===== src/rtl/alu_serial_seq.sv =====
// rtl/alu_serial_seq.sv - bit-serial 16-bit ALU sequencer driving one external 1-bit ALU slice
module alu_serial_seq #(
    parameter int WIDTH = 16
) (
    input  logic             Clock,
    input  logic             ResetN,
    input  logic             Start,
    input  logic [WIDTH-1:0] OpA,
    input  logic [WIDTH-1:0] OpB,
    input  logic [4:0]       ALUCtrl,
    output logic             SliceA,
    output logic             SliceB,
    output logic             SliceCin,
    output logic             SliceAInvert,
    output logic             SliceBInvert,
    output logic             SliceLess,
    output logic [2:0]       SliceOp,
    input  logic             SliceResult,
    input  logic             SliceCarryOut,
    output logic [WIDTH-1:0] Result,
    output logic             CarryOut,
    output logic             Overflow,
    output logic             Zero,
    output logic             Busy,
    output logic             Done
);

    localparam int CW = $clog2(WIDTH);
    localparam logic [CW-1:0] LAST = CW'(WIDTH - 1);

    localparam logic [1:0] S_IDLE  = 2'd0;
    localparam logic [1:0] S_SHIFT = 2'd1;
    localparam logic [1:0] S_DONE  = 2'd2;

    localparam logic [2:0] OP_AND = 3'b000;
    localparam logic [2:0] OP_SLT = 3'b001;
    localparam logic [2:0] OP_ADD = 3'b100;

    logic [1:0]       state;
    logic [CW-1:0]    cnt;
    logic [WIDTH-1:0] opa_r;
    logic [WIDTH-1:0] opb_r;
    logic             ainv_r;
    logic             binv_r;
    logic [2:0]       op_r;
    logic             carry_r;

    logic             is_slt;
    logic             is_arith;
    logic             is_illegal;
    logic             last;
    logic             ovf_next;
    logic             init_carry;
    logic [WIDTH-1:0] res_next;

    assign is_slt     = (op_r == OP_SLT);
    assign is_arith   = (op_r == OP_ADD) || is_slt;
    assign is_illegal = (op_r > OP_ADD);
    assign last       = (cnt == LAST);
    // carry_r holds the carry into the current bit, so at the MSB this is cin XOR cout
    assign ovf_next   = carry_r ^ SliceCarryOut;

    assign init_carry = (ALUCtrl[2:0] == OP_ADD) ? ALUCtrl[3] :
                        (ALUCtrl[2:0] == OP_SLT) ? 1'b1 : 1'b0;

    assign Busy = (state == S_SHIFT);
    assign Done = (state == S_DONE);

    always_comb begin
        SliceA       = 1'b0;
        SliceB       = 1'b0;
        SliceCin     = 1'b0;
        SliceAInvert = 1'b0;
        SliceBInvert = 1'b0;
        SliceLess    = 1'b0;
        SliceOp      = 3'b000;
        if (state == S_SHIFT) begin
            SliceA       = opa_r[cnt];
            SliceB       = opb_r[cnt];
            SliceCin     = carry_r;
            SliceAInvert = ainv_r;
            SliceBInvert = is_slt ? 1'b1 : binv_r;
            SliceOp      = is_slt ? OP_ADD : (is_illegal ? OP_AND : op_r);
        end
    end

    // SLT runs as a subtract and replaces the word with the signed-compare bit at the end
    always_comb begin
        res_next      = Result;
        res_next[cnt] = is_illegal ? 1'b0 : SliceResult;
        if (is_slt && last) begin
            res_next = {{(WIDTH-1){1'b0}}, SliceResult ^ ovf_next};
        end
    end

    always_ff @(posedge Clock) begin
        if (!ResetN) begin
            state    <= S_IDLE;
            cnt      <= '0;
            opa_r    <= '0;
            opb_r    <= '0;
            ainv_r   <= 1'b0;
            binv_r   <= 1'b0;
            op_r     <= 3'b000;
            carry_r  <= 1'b0;
            Result   <= '0;
            CarryOut <= 1'b0;
            Overflow <= 1'b0;
            Zero     <= 1'b0;
        end else begin
            case (state)
                S_IDLE: begin
                    if (Start) begin
                        opa_r   <= OpA;
                        opb_r   <= OpB;
                        ainv_r  <= ALUCtrl[4];
                        binv_r  <= ALUCtrl[3];
                        op_r    <= ALUCtrl[2:0];
                        cnt     <= '0;
                        carry_r <= init_carry;
                        state   <= S_SHIFT;
                    end
                end
                S_SHIFT: begin
                    Result  <= res_next;
                    carry_r <= SliceCarryOut;
                    cnt     <= cnt + 1'b1;
                    if (last) begin
                        CarryOut <= is_arith ? SliceCarryOut : 1'b0;
                        Overflow <= is_arith ? ovf_next : 1'b0;
                        Zero     <= !is_illegal && (res_next == '0);
                        state    <= S_DONE;
                    end
                end
                S_DONE: state <= S_IDLE;
                default: state <= S_IDLE;
            endcase
        end
    end

endmodule

===== config.mk =====
export PLATFORM = sky130hd
export DESIGN_NAME = alu_serial_seq
export DESIGN_NICKNAME = d
export VERILOG_FILES = /design/src/rtl/alu_serial_seq.sv
export SDC_FILE = /design/constraint.sdc
export NUM_CORES = 1
export LEC_CHECK = 0
export CORE_ASPECT_RATIO = 1.4
export CORE_MARGIN = 3
export CORE_UTILIZATION = 55
export CTS_CLUSTER_DIAMETER = 50
export DETAILED_ROUTE_END_ITERATION = 6
export PLACE_DENSITY = 0.86
export RECOVER_POWER = 100
export SYNTH_ARGS = -nofsm -noshare
export SYNTH_HDL_FRONTEND = slang
export SYNTH_SLANG_ARGS = --single-unit

===== constraint.sdc =====
create_clock -name Clock -period 4.3 [get_ports Clock]
set_input_delay 0.43 -clock Clock [delete_from_list [all_inputs] [get_ports Clock]]
set_output_delay 0.43 -clock Clock [all_outputs]
set_load 0.02 [all_outputs]

[After elaboration in Yosys (flattened, before gate mapping)]
Cells that the tools add are included.
Cells by class
  magnitude comparators: 3
  reductions and logical operators: 12
  mux-type cells: 29
  equal/unequal tests: 9
  add/sub/neg operators: 1
  bitwise logic cells: 2
Operators by type and width (count)
  bitwise mux 16 bit: 1
  logical NOT 16 bit: 1
  two-way mux 16 bit: 1
  two-way mux 1 bit: 15
  two-way mux 3 bit: 3
  binary-select mux 1 bit (select 4 bit): 2
  one-hot mux 4 bit (2 select lines): 1
  AND reduction 2 bit: 4
  == test 3 x 1 -> 1 bit, second input constant: 2
  == test 3 bit, second input constant: 2
  less-than comparator 4 x 5 -> 1 bit, second input constant: 1
  adder 4 x 1 -> 4 bit, second input constant: 1
  demux 1 bit (select 4 bit): 1
  == test 4 bit, second input constant: 1
  >= comparator 4 x 1 -> 1 bit, second input constant: 1
  two-way mux 2 bit: 2
  two-way mux 4 bit: 1
  one-hot mux 2 bit (2 select lines): 1
  > comparator 3 bit, second input constant: 1
  logical AND 1 bit: 3
  == test 2 x 1 -> 1 bit, second input constant: 1
  == test 2 bit, second input constant: 1
  logical NOT 2 bit: 1
  inequality test 2 x 1 -> 1 bit, second input constant: 1
  6 further kinds: 7
Storage, ports and cells
  bits in registers: 63
  output and inout bits: 30
  bits of input ports: 42

[Longest topological paths before layout]
Gate-level depths: netlist of run 1.
  depth in word-level cells: 8
  depth in mapped cells: 9
  mapped depth without buffers: 7

[Worst setup path after synthesis of run 1]
Ideal clock, no wire load.
  path kind: register to register
  from: reg cnt[1]
  to: reg Zero
  clock period less this slack: 2450 ps
  cell stages (with the launch flop): 9
  setup slack: 1850 ps
  setup time: 79 ps
  path buffers: 1
  data required time: 4221 ps
  arrival time: 2371 ps
  path through: dfxtp_1 > clkbuf_1 > inv_1 > ha_1 > and3_2 > a21o_1 > a221o_1 > or4_1 > a211oi_2
On the way
  cells in the longest elaborated chain, start to end: 8
  elaborated cells between the ends (all ways): 12
  classes of those cells: order compare (2); eq/ne (1); mux (4); reduce/logical (5)
RTL lines
  from (decl): line 40  | logic [CW-1:0] cnt;
  from (signal assigned): line 127  | cnt <= cnt + 1'b1;
  less-than comparator 4 x 5 -> 1 bit (implied by the code) or >= comparator 4 x 1 -> 1 bit (tied branches): line 90  | res_next[cnt] = is_illegal ? 1'b0 : SliceResult;
  logical AND 1 bit (implied by the code): line 90
  two-way mux 1 bit: line 90
  demux 1 bit (select 4 bit): line 90
  bitwise mux 16 bit: line 90
  two-way mux 16 bit: line 91  | if (is_slt && last) begin
  logical NOT 16 bit: line 131  | Zero <= !is_illegal && (res_next == '0);
  logical AND 1 bit: line 131
  to (signal assigned): line 131
  to (decl): line 23  | output logic Zero,
Several ways; a longest one is shown, not always the timed one.
A chain may end at the register's enable or synchronous reset.

[Worst setup path after layout of run 1]
  from: reg cnt[0]
  to: out SliceB
On the way
  cells in the longest elaborated chain, start to end: 3
RTL lines
  binary-select mux 1 bit (select 4 bit): line 79  | SliceB = opb_r[cnt];
  two-way mux 1 bit (implied by the code): line 79
  two-way mux 1 bit: line 77  | if (state == S_SHIFT) begin
  to (decl): line 12  | output logic SliceB,
No other way between the ends. The select of a mux whose other input is x is not followed.

==> impl_results.md, run 1 <==
* Largest net degree at the start of global routing at 39
* Starting Density at 58.6%
* Switching power at around 330 uW
* Global-route wire length before repair at between 10,000 and 15,000 um
* Max-cap violation count at 0
* CTS tree: built
* Final setup vio count at 0
* Hold Vio Cnt, Final at 0
* Critical Path RT at a little under 4 ns
* Vias/cell at ~5.8
* GPL Wtd Cong at approximately 0.92
* Min Clock Period, post-route at approximately 3.4 ns
* Post-Synthesis Cells at 404
* Internal power at roughly 970 uW
* FF+latch count, synth at 63
* Die width at a little over 70 um
* Yosys cell types at 54
* Critical Path End Type: output pin
* Average size of a mapped cell at ~8.3 um^2
* Type of element launching the critical path: flop
* Chip height at around 100 um
* Hold Path Class: reg -> reg
* Peak fanout along the critical path at 13
* Slowest stage delay, CP at 0.75 ns
* Syn-to-layout area delta at 24.8%
* Hold path depth at 2
* CTS root buf: clkbuf_8
* Hold Buf Count CTS at 0
* Net Sw Frac at about a quarter
* Worst EP arrival at 2.98 ns
* First-pass DRT Iterations at 5
* Detailed-route wire length per cell at between 15 and 20 um
* Setup Skew at ~0.0085 ns
* Ys Warns at 0
* Worst-path clk slew at approximately 0.070 ns
* # IOs at just over 70
* Critical R2R Capture: Result[3]
* CTS H-tree depth at 3
* Placed Cells at 510
* Post-route non-filler standard cell count at between 500 and 600
* Hold path endpoint: ainv_r
* Initial antenna violation count at 0
* Ant diodes at 0
* Clk buf depth at 2
* Fmax at 0.293 GHz
* RSZ-0062 raised after global routing: no
* DRC violations left at 0
* Number of synthesized flops with an enable pin at 0
* Hold_sp: ainv_r
* Total track usage at a little under a quarter
* R2r startpoint: cnt[0]
* Total setup buffers inserted after CTS at 0
* Async SR Flop Fraction at 0%
* Final ANT Viol Nets at 0
* Max-slew headroom at the worst pin at between 15 and 20%
* Slowest stage cell, crit path: dfxtp_1
* Delay-heaviest family, CP: multiplexers
* Fill cells at 448
* Post-cts sizing count at 0
* Top_reg_cell synth: dfxtp_1
* Sequential share of power at about half
* Clock power frac at 38.6%
* Part of the Yosys area used for sequential elements at between 30% and 40%
* Mapped Area at roughly 3300 um^2
* Buf/Inv on CP at 1
* CTS sink cnt at 63
* Vias at around 3,000
* Pleak at roughly 0.0016 uW
* Worst reg-to-reg setup slack at 1.15 ns
* Crit-path cells: mux4_2 -> mux4_2 -> and2_1 -> dlygate4sd3_1
* Worst IR Drop VDD at 0.332 mV
* Setup TNS at 0 ns
* Fin crit share at about four fifths
* DP HPWL at about 5600 um
* Core box area at 5690 um^2
* Slew @ Worst Pin at 1.26 ns
* Share of layout cells above drive strength 1 at 6.58%
* Die area at ~7000 um^2
* Reg2Reg Depth at 6
* Post-Syn Nets at 450
* Final WL at 7890 um
* Logic pwr share at between 10% and 20%
* Clk_lat worst skew at between 0.3 and 0.4 ns
* Initial detailed-routing violation count at 310
* Outcome: finished clean
* Vias in the first global route at about 2,900
* Grt ovf at 0
* Most used cell, CP: mux4_2
* CP Class: reg -> out
* Cts bufs inserted at 9
* Port bufs at 70
* Fin nets at 499
* Power density over the cells at around 310 nW/um^2
* Final Max Tran Viols at 0
* Hold Worst Slack at approximately 0.46 ns
* Cell row count at 32
==> power groups by stage <==
stage | sequential (uW) | combinational, uW | clock, uW
floorplan | 632 | 109 | 0
global placement | 640 | 167 | 0
detailed placement | 641 | 172 | 0
CTS | 628 | 173 | 506
global route | 632 | 185 | 530
finish | 628 | 168 | 501
==> cell usage after synthesis, types with 6 or more instances <==
cell       n  area (um^2)
and2_1     9         56.3
a21oi_1   17         85.1
mux4_2    10          225
nand3_1   14         70.1
nor3_1     6         30.0
dfxtp_1   63         1260
o21ai_0   19         95.1
nor2_1    15         56.3
nor2b_1   12         75.1
a21boi_0  38          285
nand2_1   88          330
a21boi_1  12         90.1
clkbuf_1  24         90.1
==> layout by cell type (no fill, tap or decap), types with 3 or more instances in the layout <==
cell type,Yosys,layout
nand2_1,88,88
dfxtp_1,63,63
a21boi_0,38,49
clkdlybuf4s50_1,0,40
dlygate4sd3_1,0,30
o21ai_0,19,19
a21oi_1,17,17
nor2_1,15,15
nand3_1,14,14
nor2b_1,12,12
mux4_2,10,10
clkbuf_8,0,10
and2_1,9,7
nor3_1,6,6
nand2b_1,5,5
inv_1,4,5
a22oi_1,5,5
and3_1,4,4
ha_1,4,4
and2_0,1,3
a21o_1,3,3
nand3b_1,3,3
a31oi_1,3,3
==> cell type report <==
type                    count  area (um^2)  share of cell area [%]
multi-input cells         301         1900                    45.6
flip-flops and latches     63         1260                    30.3
clock buffers              10          138                    3.31
inverters                   5         18.8                   0.451
well taps                  68         85.1                    2.04
repair buffers             73          716                    17.2
clock inverters             4         47.5                    1.14
==> sequential cells by signal, summed over array words and instances, names as in the netlist <==
| signal | cells |
|---|---|
| binv_r | 1 |
| cnt | 4 |
| state | 2 |
| Overflow | 1 |
| Result | 16 |
| carry_r | 1 |
| opa_r | 16 |
| Zero | 1 |
| op_r | 3 |
| ainv_r | 1 |
| opb_r | 16 |
| CarryOut | 1 |
==> worst register-to-register path, cell delays in order, from the launching register on <==
cell and delay [ns]:
dfxtp_1 0.75, ha_1 0.59, and3_1 0.31, and2_0 0.74, nor3_2 0.32, a32oi_1 0.29
nor2b_1 0.06
==> stage by stage <==
| step | setup slack, ns | total power, uW | cell area, um^2 | utilization (%) |
|---|---|---|---|---|
| after floorplan | 1.85 | 742 | 3330 | - |
| after global placement | 1.38 | 808 | 3990 | 70.2 |
| after detailed placement | 1.33 | 813 | 3990 | 70.2 |
| after CTS | 0.943 | 1310 | 4180 | 73.4 |
| after global routing | 0.692 | 1350 | 4160 | 73.2 |
| final | 0.885 | 1300 | 4160 | 73.2 |
==> kinds of logic after synthesis <==
| group | share of synthesized area (%) |
|---|---|
| fa+ha+maj | 1.50 |
| compound gates | 23.2 |
| mux | 7.43 |
| simple gates | 23.6 |
| flops | 37.8 |
| buf+inv | 5.14 |
| xor+xnor | 1.20 |
| other cells | 0.112 |
==> worst max path at each step <==
stage | depth (start not counted) | slack, ns | to | startpoint
6_report | 4 | 0.89 | SliceB | cnt[0]
5_1_grt | 4 | 0.69 | SliceB | cnt[0]
4_1_cts | 4 | 0.94 | SliceB | cnt[0]
3_5_place_dp | 4 | 1.33 | SliceB | cnt[0]
3_3_place_gp | 4 | 1.38 | SliceB | cnt[0]
2_1_floorplan | 8 | 1.85 | Zero | cnt[1]
==> layer usage <==
layer  up-vias  global-route usage, %  wire, um
li1       1502                      -         -
met1      1404                   27.4      3180
met2       125                   41.1      4130
met3        14                   6.49       467
met4         0                   7.09       106
met5         -                      0         0
Power figures use the tool's default switching activity.
==> inputs of run 2 (changes only) <==
--- a/config.mk
+++ b/config.mk
@@ -7,10 +7,10 @@
 export LEC_CHECK = 0
 export CORE_ASPECT_RATIO = 1.4
 export CORE_MARGIN = 3
-export CORE_UTILIZATION = 55
+export CORE_UTILIZATION = 46
 export CTS_CLUSTER_DIAMETER = 50
 export DETAILED_ROUTE_END_ITERATION = 6
-export PLACE_DENSITY = 0.86
+export PLACE_DENSITY = 0.76
 export RECOVER_POWER = 100
 export SYNTH_ARGS = -nofsm -noshare
 export SYNTH_HDL_FRONTEND = slang
==> constraint.sdc (replaced) <==
create_clock -name Clock -period 3 [get_ports Clock]
set_input_delay 0.3 -clock Clock [delete_from_list [all_inputs] [get_ports Clock]]
set_output_delay 0.3 -clock Clock [all_outputs]
set_load 0.02 [all_outputs]
==> impl_results.md, run 2 (synthesized netlist as in run 1, its figures left out) <==
* Outcome: finished clean
* Final ANT Viol Nets at 0 (unchanged)
* DP HPWL at 5910 um (+6.3%)
* Switching power at 480 uW (+46%)
* Critical Path End Type: output pin
* Worst-path clk slew at 0.07 ns (about the same)
* Max-cap violation count at 0 (unchanged)
* Post-route non-filler standard cell count at 562 (+7.3%)
* Hold Buf Count CTS at 0 (unchanged)
* Initial detailed-routing violation count at 240 (-23%)
* CTS tree: built
* Logic pwr share at 13.5% (+0.5 points)
* Final WL at 8110 um (+2.8%)
* Vias at 3,099 (+1.8%)
* First-pass DRT Iterations at 5 (unchanged)
* CP Class: reg -> out
* Die area at 8320 um^2 (+18%)
* Max-slew headroom at the worst pin at 41.4% (+25 points)
* Top Registers: Result (16), opa_r (16), opb_r (16)
* Net Sw Frac at 25.5% (+0.18 points)
* Hold Path Class: reg -> reg
* Commonest non-fill, non-tap cell in the layout: nand2_1
* DRC violations left at 0 (unchanged)
* Initial antenna violation count at 0 (unchanged)
* Placed Cells at 546 (+7.1%)
* Port bufs at 70 (unchanged)
* Worst EP arrival at 2.61 ns (-0.37 ns)
* Post-cts sizing count at 0 (unchanged)
* Total track usage at 19.8% (-3.6 points)
* Vias/cell at 5.51 (-5.1%)
* Slew @ Worst Pin at 0.879 ns (-0.382 ns)
* Fin crit share at between 90% and 100%
* Power density over the cells at 441 nW/um^2 (+42%)
* CTS H-tree depth at 3 (unchanged)
* Final setup vio count at 0 (unchanged)
* Chip height at 107 um (+8.8%)
* Pleak at 0.00160 uW (+2.4%)
* Peak fanout along the critical path at 13 (unchanged)
* Most frequent cells in the layout: nand2_1, dfxtp_1, a21boi_0
* Internal power at 1410 uW (+45%)
* Largest net degree at the start of global routing at 38 (-2.6%)
* Critical Path RT at 2.70 ns (-1.17 ns)
* Share of layout cells above drive strength 1 at 8.57% (+2.0 points)
* Global-route wire length before repair at 13,300 um (+0.32%)
* CTS sink cnt at 63 (unchanged)
* GPL Wtd Cong at 0.869 (-5.9%)
* Cts bufs inserted at 9 (unchanged)
* CTS root buf: clkbuf_8
* Placed cell area at 4090 um^2 (+2.5%)
* Cell row count at 36 (+13%)
* Syn-to-layout area delta at 28.2%
* Fill cells at 630 (+41%)
* Worst IR Drop VDD at 0.292 mV (-12%)
* Ant diodes at 0 (unchanged)
* Die width at 78.0 um (+8.6%)
* Setup TNS at 0 ns (unchanged)
* Final Max Tran Viols at 0 (unchanged)
* Design area at 4280 um^2 (+2.7%)
* Clock power frac at 39.1% (+0.5 points)
* Setup Skew at 0.00973 ns (+0.00119 ns)
* Hold Vio Cnt, Final at 0 (unchanged)
* Type of element launching the critical path: flop
* Core box area at 6980 um^2 (+23%)
* Total setup buffers inserted after CTS at 0 (unchanged)
* Sequential share of power at 47.4% (-1.0 points)
* Fin nets at 508 (+1.8%)
* Grt ovf at 0 (unchanged)
* Starting Density at 47.8% (-11 points)
* Detailed-route wire length per cell at 14.4 um (-4.2%)
* Clk buf depth at 2 (unchanged)
* # IOs at 72 (unchanged)
* Clk_lat worst skew at 0.34 ns (about the same)
* Vias in the first global route at 2,930 (+1.3%)
* RSZ-0062 raised after global routing: no
* Min Clock Period, post-route at about 2.9 ns
* Fmax at roughly 0.34 GHz
* Hold Worst Slack at 0.467 ns (+0.00183 ns)
run 2: cell types whose count changed in the layout (fill, tap and decap cells not counted), sizes merged:
cell,previous run,this run
buf,1,9
clkdlybuf4s50,40,44
dlygate4sd3,30,26
clkbuf,12,14
clkinvlp,1,3
clkinv,2,1
run 2: final timing paths:
check	start	end	slack (ns)	cells past startpoint
worst max register to register	cnt[1]	Result[3]	0.32	7
worst max-delay path	cnt[0]	SliceB	0.09	5
worst min-delay path	opb_r[13]	opb_r[13]	0.47	2
worst min register to register	opb_r[13]	opb_r[13]	0.47	2
run 2: final cells by class:
| cell class | instances | area [um^2] | share of cell area (%) |
|---|---|---|---|
| multi-input cells | 301 | 1900 | 44.4 |
| flip-flops and latches | 63 | 1260 | 29.5 |
| repair buffers | 82 | 781 | 18.3 |
| clock buffers | 11 | 141 | 3.31 |
| well taps | 95 | 119 | 2.78 |
| clock inverters | 5 | 57.6 | 1.35 |
| inverters | 5 | 18.8 | 0.439 |
run 2: power by group through the flow:
stage | combinational, uW | clock [uW] | sequential [uW]
after floorplan | 156 | 0 | 907
after global placement | 253 | 0 | 913
after detailed placement | 258 | 0 | 914
after CTS | 259 | 755 | 895
after global routing | 280 | 787 | 898
final | 254 | 738 | 895
run 2: worst max-delay path, cell delays in order (launching register included):
cell             delay (ns)
dfxtp_1                0.32
buf_4                  0.23
mux4_2                 0.53
mux4_2                 0.47
and2_1                 0.18
clkdlybuf4s50_1        0.54
run 2: routing by layer:
layer  global-route usage [%]  routed length (um)  up-vias
li1                         -                   -     1519
met1                     24.0                3400     1459
met2                     33.1                4190      107
met5                        0                   0        -
met3                     5.13                 383       14
met4                     8.63                 143        0
run 2: metrics by stage:
stage | total power [uW] | setup WS (ns) | util [%]
3_3_place_gp | 1170 | 0.498 | 58.6
5_1_grt | 1970 | 0.00734 | 61.2
2_1_floorplan | 1060 | 0.550 | -
4_1_cts | 1910 | 0.0789 | 61.5
6_report | 1890 | 0.0924 | 61.2
3_5_place_dp | 1170 | 0.464 | 58.6
==> inputs of run 3 (changes only) <==
--- a/config.mk
+++ b/config.mk
@@ -5,6 +5,7 @@
 export SDC_FILE = /design/constraint.sdc
 export NUM_CORES = 1
 export LEC_CHECK = 0
+export ABC_CLOCK_PERIOD_IN_PS = 3000
 export CORE_ASPECT_RATIO = 1.4
 export CORE_MARGIN = 3
 export CORE_UTILIZATION = 46
==> results of run 3 <==
Final layout, timing and power as in run 2 (identical DEF).
